==> src/rtl/boot_rom_bus_adapter.sv <==
// boot_rom_bus_adapter
// Bus-side front end of the boot ROM. Turns a req/gnt request channel and a valid/ready
// response channel into the ROM's en/addr/rdata interface. The ROM has 1-cycle read
// latency. Writes, misaligned addresses and out-of-range addresses complete with an
// error and never touch the ROM. Responses are buffered in a small FIFO when the
// consumer applies back-pressure.
//
// Ports
//   clk, rst_n   clock, asynchronous active-low reset
//   req_i/gnt_o  request handshake; addr_i byte address, we_i write (always an error)
//   rvalid_o/rready_i  response handshake; rdata_o data, err_o error flag
//   rom_en_o/rom_addr_o/rom_rdata_i  ROM port (rdata valid 1 cycle after en)
module boot_rom_bus_adapter #(
    parameter int unsigned ADDR_WIDTH = 12,
    parameter int unsigned DATA_WIDTH = 32,
    parameter int unsigned ROM_BYTES  = 2 ** ADDR_WIDTH,
    parameter int unsigned RSP_DEPTH  = 2
) (
    input  logic                  clk,
    input  logic                  rst_n,
    input  logic                  req_i,
    output logic                  gnt_o,
    input  logic [31:0]           addr_i,
    input  logic                  we_i,
    output logic                  rvalid_o,
    input  logic                  rready_i,
    output logic [DATA_WIDTH-1:0] rdata_o,
    output logic                  err_o,
    output logic                  rom_en_o,
    output logic [ADDR_WIDTH-1:0] rom_addr_o,
    input  logic [DATA_WIDTH-1:0] rom_rdata_i
);

    localparam int unsigned PtrW = (RSP_DEPTH > 1) ? $clog2(RSP_DEPTH) : 1;
    localparam int unsigned CntW = $clog2(RSP_DEPTH + 1);

    typedef struct packed {
        logic                  err;
        logic [DATA_WIDTH-1:0] data;
    } rsp_t;

    function automatic logic [PtrW-1:0] ptr_inc(input logic [PtrW-1:0] p);
        if (p == PtrW'(RSP_DEPTH - 1)) begin
            return '0;
        end
        return p + 1'b1;
    endfunction

    logic            inflight_q, inflight_err_q;
    logic [CntW-1:0] cnt_q, cnt_d;
    logic [PtrW-1:0] wptr_q, wptr_d, rptr_q, rptr_d;
    rsp_t            fifo_q [RSP_DEPTH];

    logic            fifo_empty, addr_err, accept, pop, fifo_pop, push;
    logic [CntW:0]   occ_after_pop;
    rsp_t            payload, rsp;

    always_comb begin
        fifo_empty = (cnt_q == '0);

        payload      = '0;
        payload.err  = inflight_err_q;
        payload.data = inflight_err_q ? '0 : rom_rdata_i;

        // FIFO head has priority; otherwise the fresh ROM result bypasses the FIFO.
        rvalid_o = inflight_q | ~fifo_empty;
        if (!fifo_empty) begin
            rsp = fifo_q[rptr_q];
        end else if (inflight_q) begin
            rsp = payload;
        end else begin
            rsp = '0;
        end
        rdata_o = rsp.data;
        err_o   = rsp.err;

        pop      = rvalid_o & rready_i;
        fifo_pop = pop & ~fifo_empty;
        // Bypassed payload that is consumed right away never enters the FIFO.
        push     = inflight_q & ~(fifo_empty & rready_i);

        // A pop in this cycle frees a slot for this cycle's request (rready_i -> gnt_o path).
        occ_after_pop = {1'b0, cnt_q} + (CntW + 1)'(inflight_q) - (CntW + 1)'(pop);
        gnt_o  = req_i & rst_n & (occ_after_pop < (CntW + 1)'(RSP_DEPTH));
        accept = gnt_o;

        addr_err = we_i | (|addr_i[1:0]) | ({32'b0, addr_i} >= 64'(ROM_BYTES));

        rom_en_o   = accept & ~addr_err;
        rom_addr_o = rom_en_o ? addr_i[ADDR_WIDTH-1:0] : '0;

        cnt_d  = cnt_q + CntW'(push) - CntW'(fifo_pop);
        wptr_d = push ? ptr_inc(wptr_q) : wptr_q;
        rptr_d = fifo_pop ? ptr_inc(rptr_q) : rptr_q;
    end

    always_ff @(posedge clk or negedge rst_n) begin
        if (!rst_n) begin
            inflight_q     <= 1'b0;
            inflight_err_q <= 1'b0;
            cnt_q          <= '0;
            wptr_q         <= '0;
            rptr_q         <= '0;
        end else begin
            inflight_q     <= accept;
            inflight_err_q <= accept & addr_err;
            cnt_q          <= cnt_d;
            wptr_q         <= wptr_d;
            rptr_q         <= rptr_d;
        end
    end

    // Storage needs no reset: it is only read while cnt_q says the entry is live.
    always_ff @(posedge clk) begin
        if (push) begin
            fifo_q[wptr_q] <= payload;
        end
    end

endmodule

==> config.mk <==
export PLATFORM = sky130hd
export DESIGN_NAME = boot_rom_bus_adapter
export DESIGN_NICKNAME = d
export VERILOG_FILES = /design/src/rtl/boot_rom_bus_adapter.sv
export SDC_FILE = /design/constraint.sdc
export NUM_CORES = 1
export LEC_CHECK = 0
export CORE_UTILIZATION = 57
export DETAILED_ROUTE_END_ITERATION = 7
export DONT_BUFFER_PORTS = 1
export GPL_ROUTABILITY_DRIVEN = 0
export GPL_TIMING_DRIVEN = 0
export PLACE_DENSITY_LB_ADDON = 0.25
export SETUP_SLACK_MARGIN = 0.05
export SLEW_MARGIN = 20
export SYNTH_ARGS = -nofsm -noshare
export SYNTH_HDL_FRONTEND = slang
export SYNTH_SLANG_ARGS = --single-unit
export TNS_END_PERCENT = 30
==> constraint.sdc <==
create_clock -name clk -period 7.67 [get_ports clk]
set_input_delay 0.767 -clock clk [delete_from_list [all_inputs] [get_ports clk]]
set_output_delay 0.767 -clock clk [all_outputs]
set_load 0.02 [all_outputs]
* Yosys cells after proc, flatten, opt, wreduce, memory -nomap -nowiden *
Memory sizes are Yosys's and may differ from the RTL's.
Cells that the tools add are included.

word-level totals
  RAM bits = 66
  logic and storage cells = 42
  output and inout port bits = 48
  bits in registers = 6
  bits of input ports = 69
  memories = 1

memory list
  memory  words  width  read ports  clocked after Yosys merged registers in  wr ports  RTL line  RTL
  fifo_q  2      33     1           0                                        1         52        rsp_t fifo_q [RSP_DEPTH];

cells by class
  bitwise operators = 14
  mux-type cells = 12
  magnitude comparators = 2
  reductions and logical operators = 2
  add/subtract/negate cells = 6

operators with widths
  operator                                                                               number
  33-bit two-way mux                                                                     2
  32-bit by 13-bit greater-or-equal comparator with 1-bit output, second input constant  1
  32-bit two-way mux                                                                     1
  12-bit two-way mux                                                                     1
  1-bit bitwise AND                                                                      8
  1-bit two-way mux                                                                      8
  2-bit by 1-bit adder with 3-bit output                                                 1
  3-bit by 2-bit < comparator with 1-bit output, second input constant                   1
  1-bit inverter                                                                         3
  1-bit bitwise OR                                                                       3
  3-bit by 1-bit subtractor with 3-bit output                                            1
  1-bit adder, second input constant                                                     2
  2-bit by 1-bit adder with 2-bit output                                                 1
  2-bit zero test                                                                        1
  2-bit OR reduction                                                                     1
  2-bit by 1-bit subtractor with 2-bit output                                            1

* Longest topological paths before layout *
Gate-level depths: netlist of the first run.

  depth after elaboration = 9
  gate-level depth with buffers = 10
  mapped depth without buffers = 8

* Least setup slack after synthesis of the first run *
OpenSTA, ideal clock, no wires.

  path type = reg2out
  from = register inflight_q
  to = output rom_addr_o[11]
  cell stages (with the launch flop) = 10
  data required time = 6903 ps
  slack = 3855 ps
  buffers on the path = 1
  data arrival time = 3048 ps
  cells stage by stage = dfrtp_1 -> clkbuf_1 -> or3_1 -> and2_1 -> ha_1 -> nand2b_1 -> fa_1 -> xnor2_1 -> nand4_2 -> nor4_1

between the ends
  longest elaborated chain between the ends = 7
  elaborated cells between the ends (all ways) = 8
  those cells by class = add/sub (2); order compare (1); mux (1); bitwise (4)

ends and longest elaborated chain
  item                                           RTL line  RTL
  from (decl)                                    49        logic inflight_q, inflight_err_q;
  from (signal assigned)                         105       inflight_q <= accept;
  1-bit bitwise OR                               66        rvalid_o = inflight_q | ~fifo_empty;
  named net rvalid_o                             25        output logic rvalid_o,
  1-bit bitwise AND                              77        pop = rvalid_o & rready_i;
  3-bit by 1-bit subtractor with 3-bit output    83        occ_after_pop = {1'b0, cnt_q} + (CntW + 1)'(inflight_q) - (CntW + 1)'(pop);
  3-bit by 2-bit < comparator with 1-bit output  84        gnt_o = req_i & rst_n & (occ_after_pop < (CntW + 1)'(RSP_DEPTH));
  1-bit bitwise AND                              84
  1-bit bitwise AND                              89        rom_en_o = accept & ~addr_err;
  12-bit two-way mux                             90        rom_addr_o = rom_en_o ? addr_i[ADDR_WIDTH-1:0] : '0;
  to (decl)                                      30        output logic [ADDR_WIDTH-1:0] rom_addr_o,

The timed path passes the listed nets, and every way through them passes these cells.

* Worst setup path in the final report of the first run *
Ends and elaborated chain as after synthesis.

==> metrics list, run 1 <==
- Crit path launch type: register
- Gate count of the mapped netlist: about 280
- For this run, the slowest stage of the critical path takes a little under 0.8 ns.
- Setup total negative slack on the finished layout was measured at 0 ns.
- The setup path with the least slack is of type reg2out.
* Maximum fanout count along the critical path: 9
- Leaving out filler cells and counting taps, the final layout contains 373.
- Met3 wire length: 424 um
* Flops & latches, synth: 72
- RSZ-0062 raised after global routing: no
* Status: finished clean
- Worst Hold Class: in2async
* Clock edge transition at the registers on the reported setup and hold paths: ~0.07 ns
- Number of setup violations in the final report: 0
- Worst-case setup slack after placement: 3.63 ns
* Total design power: 1.37 mW
- Launch instance of the worst register-to-register path: inflight_q
- Drt total wl: 7.22 mm
* Most frequently used flop master after synthesis: edfxtp_1
- By area the synthesized netlist is led by edfxtp_1, mux2i_1, nor2b_1.
- After layout, the minimum clock period comes to between 4 and 5 ns.
- Summed over all cells, the static leakage comes to 1.35 nW.
- Cell types with the highest counts after synthesis: edfxtp_1, mux2i_1, nand3_1, nor2b_1, o21ai_1
* Detail Route Antenna Nets: 0
* Kind of cell adding the most delay to the critical path: simple AND/OR/NAND/NOR gates
- Entering global routing, the biggest net connects 21 pins.
- Count of cells along the worst register-to-register path: 10
- At the later pin of the worst-skew pair, clock insertion delay measures 0.33 ns.
- Once the clock tree was built, the resizer swapped 0 gates to a different size.
* Total overflow reported by the global router: 0
- The number of clock buffers added by TritonCTS is 9.
- Cell area reported after detailed placement: ~0.0037 sq mm
- From synthesis to final layout, the design area changed by 9.11%.
- Data on the critical path is required at its endpoint by 6.90 ns.
* First-pass GRT wire length: between 10 and 15 mm
- After synthesis, flip-flops and latches occupy between 60% and 70% of the total area.
- With fillers left out, the area of the finished cells amounts to ~0.0039 sq mm.
- In this run the clock root is driven by a clkbuf_8.
- Post-layout net count: 366
- Via count of the routed design: between 2000 and 2500
- PwrDens: 355 mW/mm^2
- Most area-hungry cell type in the Yosys netlist: edfxtp_1
- The core region is 0.00596 sq mm.
* Sink Count: approximately 70
- Std cell rows: 28
- Derived from the worst setup path, the maximum achievable clock frequency is about 230 MHz.
- For this run, asynchronously set or reset flops after synthesis account for approximately 8.3%.
- VDD sags by at most 0.186 mV.
- First-pass detailed-route iteration total: 4
* Post-synth EDFFs: 66
- STA puts the critical path data arrival time at roughly 3.6 ns.
- H-tree depth reported by CTS: 3
* Length of routed met2 wiring: 3.71 mm
- After legalization and detailed placement, the total HPWL measured around 5 mm.
- between 100 and 150 I/O pins were placed.
* Critical path capture point type: primary output
- Portion of the clock cycle consumed by the worst path in the final layout: approximately 57%
* Synth warnings: 0
* Count of maximum capacitance violations: 0
- The number of antenna diodes in the final layout is 0.
- Most used standard cell by instance count after synthesis: edfxtp_1
- Die Span X: just over 80 um
- In this run, the number of DRC markers left after iteration 0 of detailed routing was between 80 and 90.
* CTS tree: built
- Counting the fill cells in the layout gives about 470.
- Distinct cells, synth: 32
* Proportion of layout cells with a drive suffix above 1: between 10% and 20%
* Worst setup slack for register-to-register paths: 4.73 ns
- Mean instance size in the synthesized netlist: around 13 sq um
- Hold bufs inserted after CTS: 0
* Post-DR wirelength/cell: 19.4 um
- Buffers added to address setup during post-CTS repair amount to 0.
* Initial antenna violation count: 0
- Vias per inst: 5.89
- Worst setup slack after layout: 3.31 ns
* Buffers & Inverters on Critical Path: 1
- Die Footprint: roughly 0.0065 sq mm
* Detailed-route wire length on metal 1: just under 3 mm
- Via count of the first global-routing pass: about 2200
* Cells along the critical path: clkbuf_1, or3_1, and2_1, ha_1, nand2b_1, fa_1, xnor2_1, nand4_2, nor4_1
- Proportion of netlist area held by the largest area contributor: between 50% and 60%
- For this configuration, the core starts out at a cell density of about three fifths.
- The die is between 80 and 90 um tall.
- Clock buffer depth: 2
- Final Skew: around 0.0054 ns
* GRT Util Overall: between 20% and 30%
- After detailed routing, the number of remaining DRC violations is 0.
- Worst relative slew slack: 41.7%
- Number of hold-slack violations in the final timing report: 0
- Port buffering added 0 buffers.
- Cell area after synthesis: between 0.003 and 0.004 sq mm
- R2r endpoint: inflight_q
* Slowest cell on the critical path: nor4_1
- Final-report max-slew violation count: 0
- The highest metal layer carrying signal wires in the routed design is met4.
- In this run, placement finished with an instance count of roughly 360.
- Worst Tran Pin Value: 0.866 ns
==> cell usage in the layout (no fill, tap or decap), drive strengths merged, types with 4 or more instances in the layout <==
master | Yosys | final
nand3 | 33 | 33
edfxtp | 66 | 66
buf | 15 | 17
xnor2 | 4 | 4
nor2b | 33 | 33
clkinv | 0 | 6
dfrtp | 6 | 6
inv | 14 | 14
clkbuf | 8 | 18
nor4 | 15 | 15
mux2i | 33 | 33
o21ai | 33 | 33
==> routing by layer <==
layer	global-route usage (%)	vias to the layer above
met3	5.11	12
li1	-	1046
met1	27.6	1044
met2	40.7	95
met5	0	-
met4	9.64	0
==> registers in the layout, summed over array words and instances, names as in the netlist <==
| name | cells |
|---|---|
| fifo_q | 66 |
| cnt_q | 2 |
| inflight_err_q | 1 |
| inflight_q | 1 |
| rptr_q | 1 |
| wptr_q | 1 |
==> cells by family (layout without fill, tap and decap cells) <==
group | Yosys count | in the layout | share of synthesized area, %
compound gates | 35 | 35 | 5.25
xor+xnor | 5 | 5 | 1.24
fa+ha+maj | 4 | 4 | 1.63
buf+inv | 37 | 55 | 5.07
flops | 72 | 72 | 60.4
mux | 33 | 33 | 9.36
other cells | 1 | 2 | 0.106
simple gates | 92 | 92 | 16.9
==> how the worst max path moves through the flow <==
stage,start,end,slack (ns),cells past startpoint
final,inflight_q,rom_addr_o[11],3.31,9
after detailed placement,inflight_q,rom_addr_o[11],3.63,9
after floorplan,inflight_q,rom_addr_o[11],3.86,9
after CTS,inflight_q,rom_addr_o[11],3.27,9
after global routing,inflight_q,rom_addr_o[11],3.11,9
after global placement,inflight_q,rom_addr_o[11],3.63,9
==> final cells by class <==
class	count	area, sq um	share of cell area [%]
Clock inverter	6	26.3	0.682
Buffer	23	126	3.28
Clock buffer	10	128	3.31
Tap cell	75	93.8	2.44
Inverter	14	52.6	1.36
Timing Repair Buffer	2	55.1	1.43
Multi-Input combinational cell	171	1240	32.1
Sequential cell	72	2130	55.4
==> power breakdown <==
group	leakage [nW]	switching (mW)	internal (mW)
Combinational	0.597	0.423	0.170
Clock	0.0823	0.129	0.112
Sequential	0.672	0.0253	0.506
==> metrics by stage <==
step | util, % | hold slack, ns
after floorplan | - | 0.468
after global placement | 60.9 | 0.472
after detailed placement | 62.1 | 0.472
after CTS | 64.7 | 0.112
after global routing | 64.7 | 0.101
final | 64.7 | 0.125
Power figures use the tool's default switching activity.
==> run 2, diff against run 1 <==
--- a/config.mk
+++ b/config.mk
@@ -5,6 +5,7 @@
 export SDC_FILE = /design/constraint.sdc
 export NUM_CORES = 1
 export LEC_CHECK = 0
+export ABC_AREA = 1
 export CORE_UTILIZATION = 57
 export DETAILED_ROUTE_END_ITERATION = 7
 export DONT_BUFFER_PORTS = 1
==> constraint.sdc (replaced) <==
create_clock -name clk -period 4.37 [get_ports clk]
set_input_delay 0.437 -clock clk [delete_from_list [all_inputs] [get_ports clk]]
set_output_delay 0.437 -clock clk [all_outputs]
set_load 0.02 [all_outputs]
==> run 2 against run 1 <==
  * Via count up 6.3%
  * Critical path depth up 1
  * Sequential share of layout area up 1.7 points
  * Sequential cell count unchanged
  * Routed wire length down 3.3%
  * Die area down 4.0%
  * Largest power group unchanged
  * Clock skew up 0.0026 ns
  * Worst setup slack worse by 2.6 ns
  * Combinational power up 79%
  * First-iteration DRC count up 20%
  * Total power up 81%
==> metrics list, run 2 <==
- Status: finished clean
- Synth warnings: 0
* Proportion of power drawn by combinational gates: 42.9%
- Of all cell types, the one taking the most synthesized area is edfxtp_1.
- The finished layout holds 425 standard cells, fillers aside.
* Endpoint arrival time on the critical path: around 3.2 ns
- The worst register-to-register path ends at inflight_err_q.
- The startpoint identified for the worst register-to-register timing path is cnt_q[1].
- The worst setup path is launched from a register.
- The path class of the tightest hold or removal check is in2reg.
* Cell types with the highest counts after synthesis: edfxtp_1, inv_1, nor2_1, nand2_1, o22ai_1
* Power share of the sequential group: between 30% and 40%
- For this design the total switching power over the nets is around 1.1 mW.
* RSZ-0062 raised after global routing: no
- Largest registers: fifo_q (66), cnt_q (2)
* Clock period minus final worst setup slack: around 3.7 ns
* Clk root buf: clkbuf_8
- Yosys attributes the largest share of cell area to edfxtp_1, o22ai_1, inv_1.
* Antenna diodes: 0
- Relative contribution of the clock network to total power: slightly below 20%
- For this run, design rule violations remaining after detail routing come to 0.
* Area added between synthesis and finish: 10.4%
* CTS tree: built
- The number of cells on the worst reg-to-reg path is 9.
- The worst pin sits at a relative slew slack of roughly three fifths.
- Number of setup violations in the final report: 0
* Final Util: between 60% and 70%
* Drt total wl: 6.98 mm
- Worst Tran Pin Value: 0.598 ns
* Cells on Worst Hold Path: 2
- The most common cell in the synthesized netlist is edfxtp_1.
- Among the stages of the critical path, the cell type that occurs most often is nor2_2.
- Die Footprint: 0.00625 sq mm
- In this run, placement finished with an instance count of roughly 410.
- The number of setup buffers added after CTS is 0.
- For the final database, setup skew stands at around 0.008 ns.
- Clock edge transition at the registers on the reported setup and hold paths: approximately 0.07 ns
- Sequential cells were found to cover 63.0% of the synthesized design area.
- In this run, synthesis inferred 66 flip-flops with an integrated enable.
* Initial standard-cell utilization of the core: between 60% and 70%
* Slowest cell on the critical path: fa_1
- Number of DRC markers in iteration 0: slightly below 100
- Entering global routing, the biggest net connects 21 pins.
* Largest Register: fifo_q
* Std cell rows: 27
- In this run the static leakage power is around 1.6 nW.
- Critical path capture point: rom_addr_o[7]
* H-tree depth reported by CTS: 3
- Before antenna repair, the detailed router went through 4 iterations.
- Setup total negative slack on the finished layout was measured at 0 ns.
* Most common library cell in the layout ignoring fill and taps: edfxtp_1
- The first global-routing pass estimated roughly 11 mm of wire.
- Number of hold-slack violations in the final timing report: 0
- The tool flagged a number of max-cap violations equal to 0.
- Dividing the detail-routed wire length by the instance count gives roughly 16 um.
- Most frequently used flop master after synthesis: edfxtp_1
* Kind of cell adding the most delay to the critical path: simple AND/OR/NAND/NOR gates
- In the layout the commonest cells are edfxtp_1, inv_1, nor2_1.
- Cells along the critical path: nor2_2, a21oi_1, ha_1, or2_2, fa_1, nand3_1, nor2_2, nand4_2, buf_6, nor2_2
- The critical path in this run is classified as reg2out.
- Gate count of the mapped netlist: roughly 330
* IO buf count: 0
- The die is approximately 79 um tall.
- Static timing analysis puts the maximum clock frequency at 272 MHz.
- The initial antenna violation count was 0.
- After clock tree synthesis, the repair step resized 0 gates.
* Distinct cells, synth: 27
- Share of synthesized registers carrying an async set or reset: 8.33%
* Fraction of power spent switching nets: roughly 43%
- Die Span X: 79.1 um
- Estimated wirelength of the detail-placed design: 4.82 mm
- Floorplan Core Area: approximately 0.0056 sq mm
* Required time at the endpoint of the critical path: a little under 4 ns
- Start point of the critical path: cnt_q[1]
* Total overflow reported by the global router: 0
* Clock latency on the worst-skew pair: about 0.34 ns
* Proportion of netlist area held by the largest area contributor: 58.5%
* Sink Count: 72
- TritonCTS buffer count: 9
* IR Drop Worst-Case VDD: 0.360 mV
- GRT Util Overall: 24.6%
* PwrDens: approximately 660 mW/mm^2
- between 100 and 150 I/O pins were placed.
- Mean instance size in the synthesized netlist: between 10 and 15 sq um
* Detail Route Antenna Nets: 0
- Critical path capture point type: primary output
- Maximum fanout count along the critical path: 10
* Vias per inst: 5.49
- Final-report max-slew violation count: 0
* Flip-flop count of the largest register, all copies and words added: 66
- Power Internal: roughly 1.4 mW
- Clock buffer depth: 2
- Portion of the clock cycle consumed by the worst path in the final layout: between 80% and 90%
- Flops & latches, synth: between 70 and 80
- Largest stage delay on the critical path: 0.49 ns
* Count of cell instances traversed by the critical path: 10
* Via count of the routed design: 2335
* Post-layout net count: between 400 and 500
- In this run the register-to-register setup slack is around 1.9 ns.
- Buffers & Inverters on Critical Path: 1
* Proportion of layout cells with a drive suffix above 1: around an eighth
* Cell area after synthesis: about 0.0034 sq mm
* Via count of the first global-routing pass: 2353
## run 2: how the worst min path moves through the flow
stage	from	end	slack, ns
final	rom_rdata_i[8]	fifo_q[0][8]	0.32
after global routing	rom_rdata_i[18]	fifo_q[0][18]	0.32
after CTS	rom_rdata_i[8]	fifo_q[0][8]	0.31
after detailed placement	rst_n	cnt_q[0]	0.14
after global placement	rst_n	cnt_q[0]	0.14
after floorplan	rst_n	cnt_q[0]	0.14
## run 2: repair_timing
item / CTS / global route
setup endpoints to repair: 0 / 0
hold endpoints to repair: 6 / 0
hold buffers: 1 / 0
## run 2: through the flow
| stage | worst slack, ns | total power [mW] | cell area [sq um] | hold WS (ns) |
|---|---|---|---|---|
| 2_1_floorplan | 1.29 | 1.77 | 3390 | 0.141 |
| 3_3_place_gp | 0.964 | 1.95 | 3480 | 0.142 |
| 3_5_place_dp | 1.06 | 2.00 | 3550 | 0.142 |
| 4_1_cts | 0.674 | 2.48 | 3740 | 0.314 |
| 5_1_grt | 0.493 | 2.63 | 3740 | 0.318 |
| 6_report | 0.693 | 2.47 | 3740 | 0.322 |
## run 2: layout make-up
type                       instances  area, sq um
buffer                            19         98.8
clock buffer                      11          131
clock inverter                     5         47.5
fill                             454         1870
inverter                          55          206
multi-input combinational        188          967
sequential                        72         2130
tap                               72         90.1
timing repair buffer               3         65.1
## run 2: per-layer routing
layer,share of wire [%],up-vias,wire length (um),global-route usage (%)
li1,-,1140,-,-
met1,40,1074,2770,29.0
met2,52,111,3620,42.9
met3,6.6,10,460,4.37
met4,1.8,0,129,12.5
met5,0,-,0,0
## run 2: kinds of logic (layout without fill, tap and decap cells)
family          count (synthesis)  count (layout)  synth area share [%]
fa+ha+maj                       4               4                  1.70
compound gates                 68              68                  11.6
other cells                     1               2                 0.111
flops                          72              72                  63.0
buf+inv                        74              93                  9.02
simple gates                  110             110                  13.6
xor+xnor                        4               4                  1.03
## run 2: power groups by stage
stage / combinational (mW) / sequential [mW] / clock (mW)
finish: 1.06 / 0.923 / 0.485
global route: 1.17 / 0.931 / 0.529
CTS: 1.07 / 0.923 / 0.492
detailed placement: 1.06 / 0.938 / 0
global placement: 1.01 / 0.936 / 0
floorplan: 0.839 / 0.929 / 0
==> run 3, diff against run 2 <==
==> constraint.sdc (replaced) <==
create_clock -name clk -period 3.1 [get_ports clk]
set_input_delay 0.31 -clock clk [delete_from_list [all_inputs] [get_ports clk]]
set_output_delay 0.31 -clock clk [all_outputs]
set_load 0.02 [all_outputs]
==> run 3 against run 2 <==
  * The run now ends with negative setup slack left
  * Highest routed layer unchanged
  * Critical path type unchanged
  * Core utilization up 2.6 points
  * Largest cell class unchanged
  * Worst setup slack worse by 0.76 ns
  * Clock skew down 0.0021 ns
  * Clock-buffer cell count unchanged
  * Combinational power up 50%
  * Critical path depth unchanged
  * Register-to-register slack worse by 0.90 ns
  * Cell count up 1.4%
  * Total power up 45%
==> metrics list, run 3 (same netlist as run 2, synthesis figures left out) <==
* Status: complete, but fails checks
* Violated checks: negative setup slack
- Maximum number of pins on one net before global-route repair: 21
* Post-layout net count: roughly 430
* H-tree depth reported by CTS: 3
- GRT Util Overall: 26.0%
- Along the worst path, the maximum fanout reaches 5.
- For this run, the number of standard cells in the final layout without fillers is about 430.
* First-pass GRT wire length: between 10 and 15 mm
- Summing all non-filler instances in the final layout gives an area of around 0.004 sq mm.
- Based on the critical path, the design can be clocked at up to between 300 and 400 MHz.
- The max-slew violation total from the final report came to 0.
* Initial standard-cell utilization of the core: about three fifths
- The startpoint identified for the worst register-to-register timing path is cnt_q[1].
* Top library cells by usage in the layout, fill and taps aside: edfxtp_1, inv_1, nor2_1
- In this run, the number of DRC markers left after iteration 0 of detailed routing was 131.
- Using the TritonRoute via totals, the vias-per-cell ratio works out to about 5.6.
- Counting stages on the worst path, the most repeated cell is nor2_4.
- R2r endpoint: inflight_err_q
* Detail Route Antenna Nets: 0
* Proportion of layout cells with a drive suffix above 1: around 15%
- Cells on Worst Hold Path: 2
* Floorplan Core Area: approximately 0.0056 sq mm
- Cells along the critical path: nor2_4, a21oi_2, ha_1, or2_4, fa_1, nand3_2, nor2_4, nand4_4, buf_12, nor2_4
* Via count of the first global-routing pass: 2476
* Count of maximum capacitance violations: 0
* Post-DR wirelength/cell: between 15 and 20 um
- Leakage component of the power: between 1.5 and 2 nW
- The largest single stage delay on the critical path is approximately 0.5 ns.
- In this run the tool buffered the top-level ports with 0 buffer cells.
- Final Hold Slack: 0.165 ns
- Clock period minus final worst setup slack: around 3.2 ns
- Worst setup slack after layout: -0.0634 ns
- TritonCTS buffer count: 9
- The largest registers in the layout are fifo_q (66), cnt_q (2).
* Number of DRC violations after detailed routing: 0
- The clock reaches the later pin of the worst-skew pair after approximately 0.34 ns.
* Number of setup violations in the final report: 9
- The setup path with the least slack is of type reg2out.
- In this run the core area contains 27 standard-cell rows.
* Worst Tran Pin Value: 0.606 ns
- Final Util: between 60 and 70%
- The worst hold path terminates at inflight_q.
* Critical path capture point type: primary output
- In this run the register-to-register setup slack is 0.96 ns.
* Worst relative slew slack: roughly three fifths
- Clock buffer depth: 2
- Clock-pin slew was measured on the worst setup and hold paths at 0.07 ns.
- Estimated wirelength of the detail-placed design: a little under 5 mm
- STA classifies the critical path startpoint as a register.
- The min-delay analysis places its worst path in the category in2reg.
* Die Footprint: 0.00625 sq mm
- Dividing total power by cell area gives a power density of slightly above 900 mW/mm^2.
- The number of hold violations in the final report came to 0.
* I/O pin count: between 100 and 150
- Die Span X: between 70 and 80 um
* Total negative setup slack: -0.401 ns
- At the worst endpoint, the required time is between 2 and 3 ns.
- Count of cells along the worst register-to-register path: 9
* Largest Register: fifo_q
* Placed Instances: ~400
- The initial antenna violation count came to 0.
- Sink Count: 72
* Antenna diodes: 0
* Y dimension of the die: approximately 79 um
- The placed instances occupy a cell area of approximately 0.0035 sq mm.
- The cell sitting at the root of the clock tree is a clkbuf_8.
* First-pass detailed-route iteration total: 4
- Area added between synthesis and finish: 14.8%
- Most common library cell in the layout ignoring fill and taps: edfxtp_1
- Endpoint arrival time on the critical path: between 2 and 3 ns
- The routed layout has roughly 2400 vias.
- Among all stages on the critical path, the largest delay is contributed by fa_1.
* Drt total wl: approximately 7.4 mm
- RSZ-0062 raised after global routing: yes
- IR Drop Worst-Case VDD: ~0.51 mV
- Total overflow reported by the global router: 0
- Final Skew: 0.00596 ns
* Origin of the worst min-delay path: req_i
* Flip-flop count of the largest register, all copies and words added: 66
- Of the available clock period, the critical path in the final layout requires 102%.
* CTS tree: built
## run 3: cell count changes in the layout (fill, tap and decap cells not counted), sizes merged
cell    previous run  this run
buf               15        20
clkbuf            17        18
## run 3: layout make-up
cell class / count / area [sq um]
flip-flops and latches: 72 / 2130
fillers: 435 / 1720
multi-input cells: 188 / 1040
inverters: 55 / 209
clock buffers: 11 / 131
repair buffers: 9 / 128
plain buffers: 19 / 108
well taps: 72 / 90.1
clock inverters: 5 / 47.5
## run 3: how the worst max path moves through the flow
stage | from | end | slack [ns] | depth (start not counted)
floorplan | cnt_q[1] | rom_addr_o[10] | 0.14 | 10
global placement | cnt_q[1] | fifo_q[1][21] | -0.31 | 4
detailed placement | cnt_q[1] | rom_addr_o[7] | -0.09 | 10
CTS | cnt_q[0] | rom_addr_o[7] | -0.09 | 10
global route | cnt_q[1] | rom_addr_o[4] | -0.19 | 10
finish | cnt_q[1] | rom_addr_o[4] | -0.06 | 10
## run 3: stage by stage
stage / setup WS, ns / total power [mW]
final: -0.0634 / 3.58
after global routing: -0.190 / 3.80
after CTS: -0.0926 / 3.56
after detailed placement: -0.0871 / 2.82
after global placement: -0.306 / 2.74
after floorplan: 0.144 / 2.49
## run 3: critical path: cells and delay by family (launching register included)
family          cells  cell delay (ns)
buf+inv             1             0.19
simple gates        6             1.06
compound gates      1             0.07
fa+ha+maj           2             0.76
flops               1             0.42
## run 3: metal layers
layer	routed length, um	track usage (%)
met1	2990	29.8
met2	3820	45.3
met3	381	4.48
met4	243	15.5
met5	0	0
## run 3: repair_timing
action | 4_1_cts | 5_1_grt
resized for setup | 18 | 3
setup buffers | 4 | 1
hold buffers | 1 | 0
setup endpoints to repair | 11 | 11
pin swaps | 8 | 7
cloned | 1 | 0
hold endpoints to repair | 6 | 0
## run 3: power by group
group | internal (mW) | switching [mW] | leakage [nW]
registers | 1.25 | 0.0472 | 0.671
logic | 0.411 | 1.18 | 0.851
clock network | 0.364 | 0.328 | 0.0922
total | 2.02 | 1.56 | 1.61
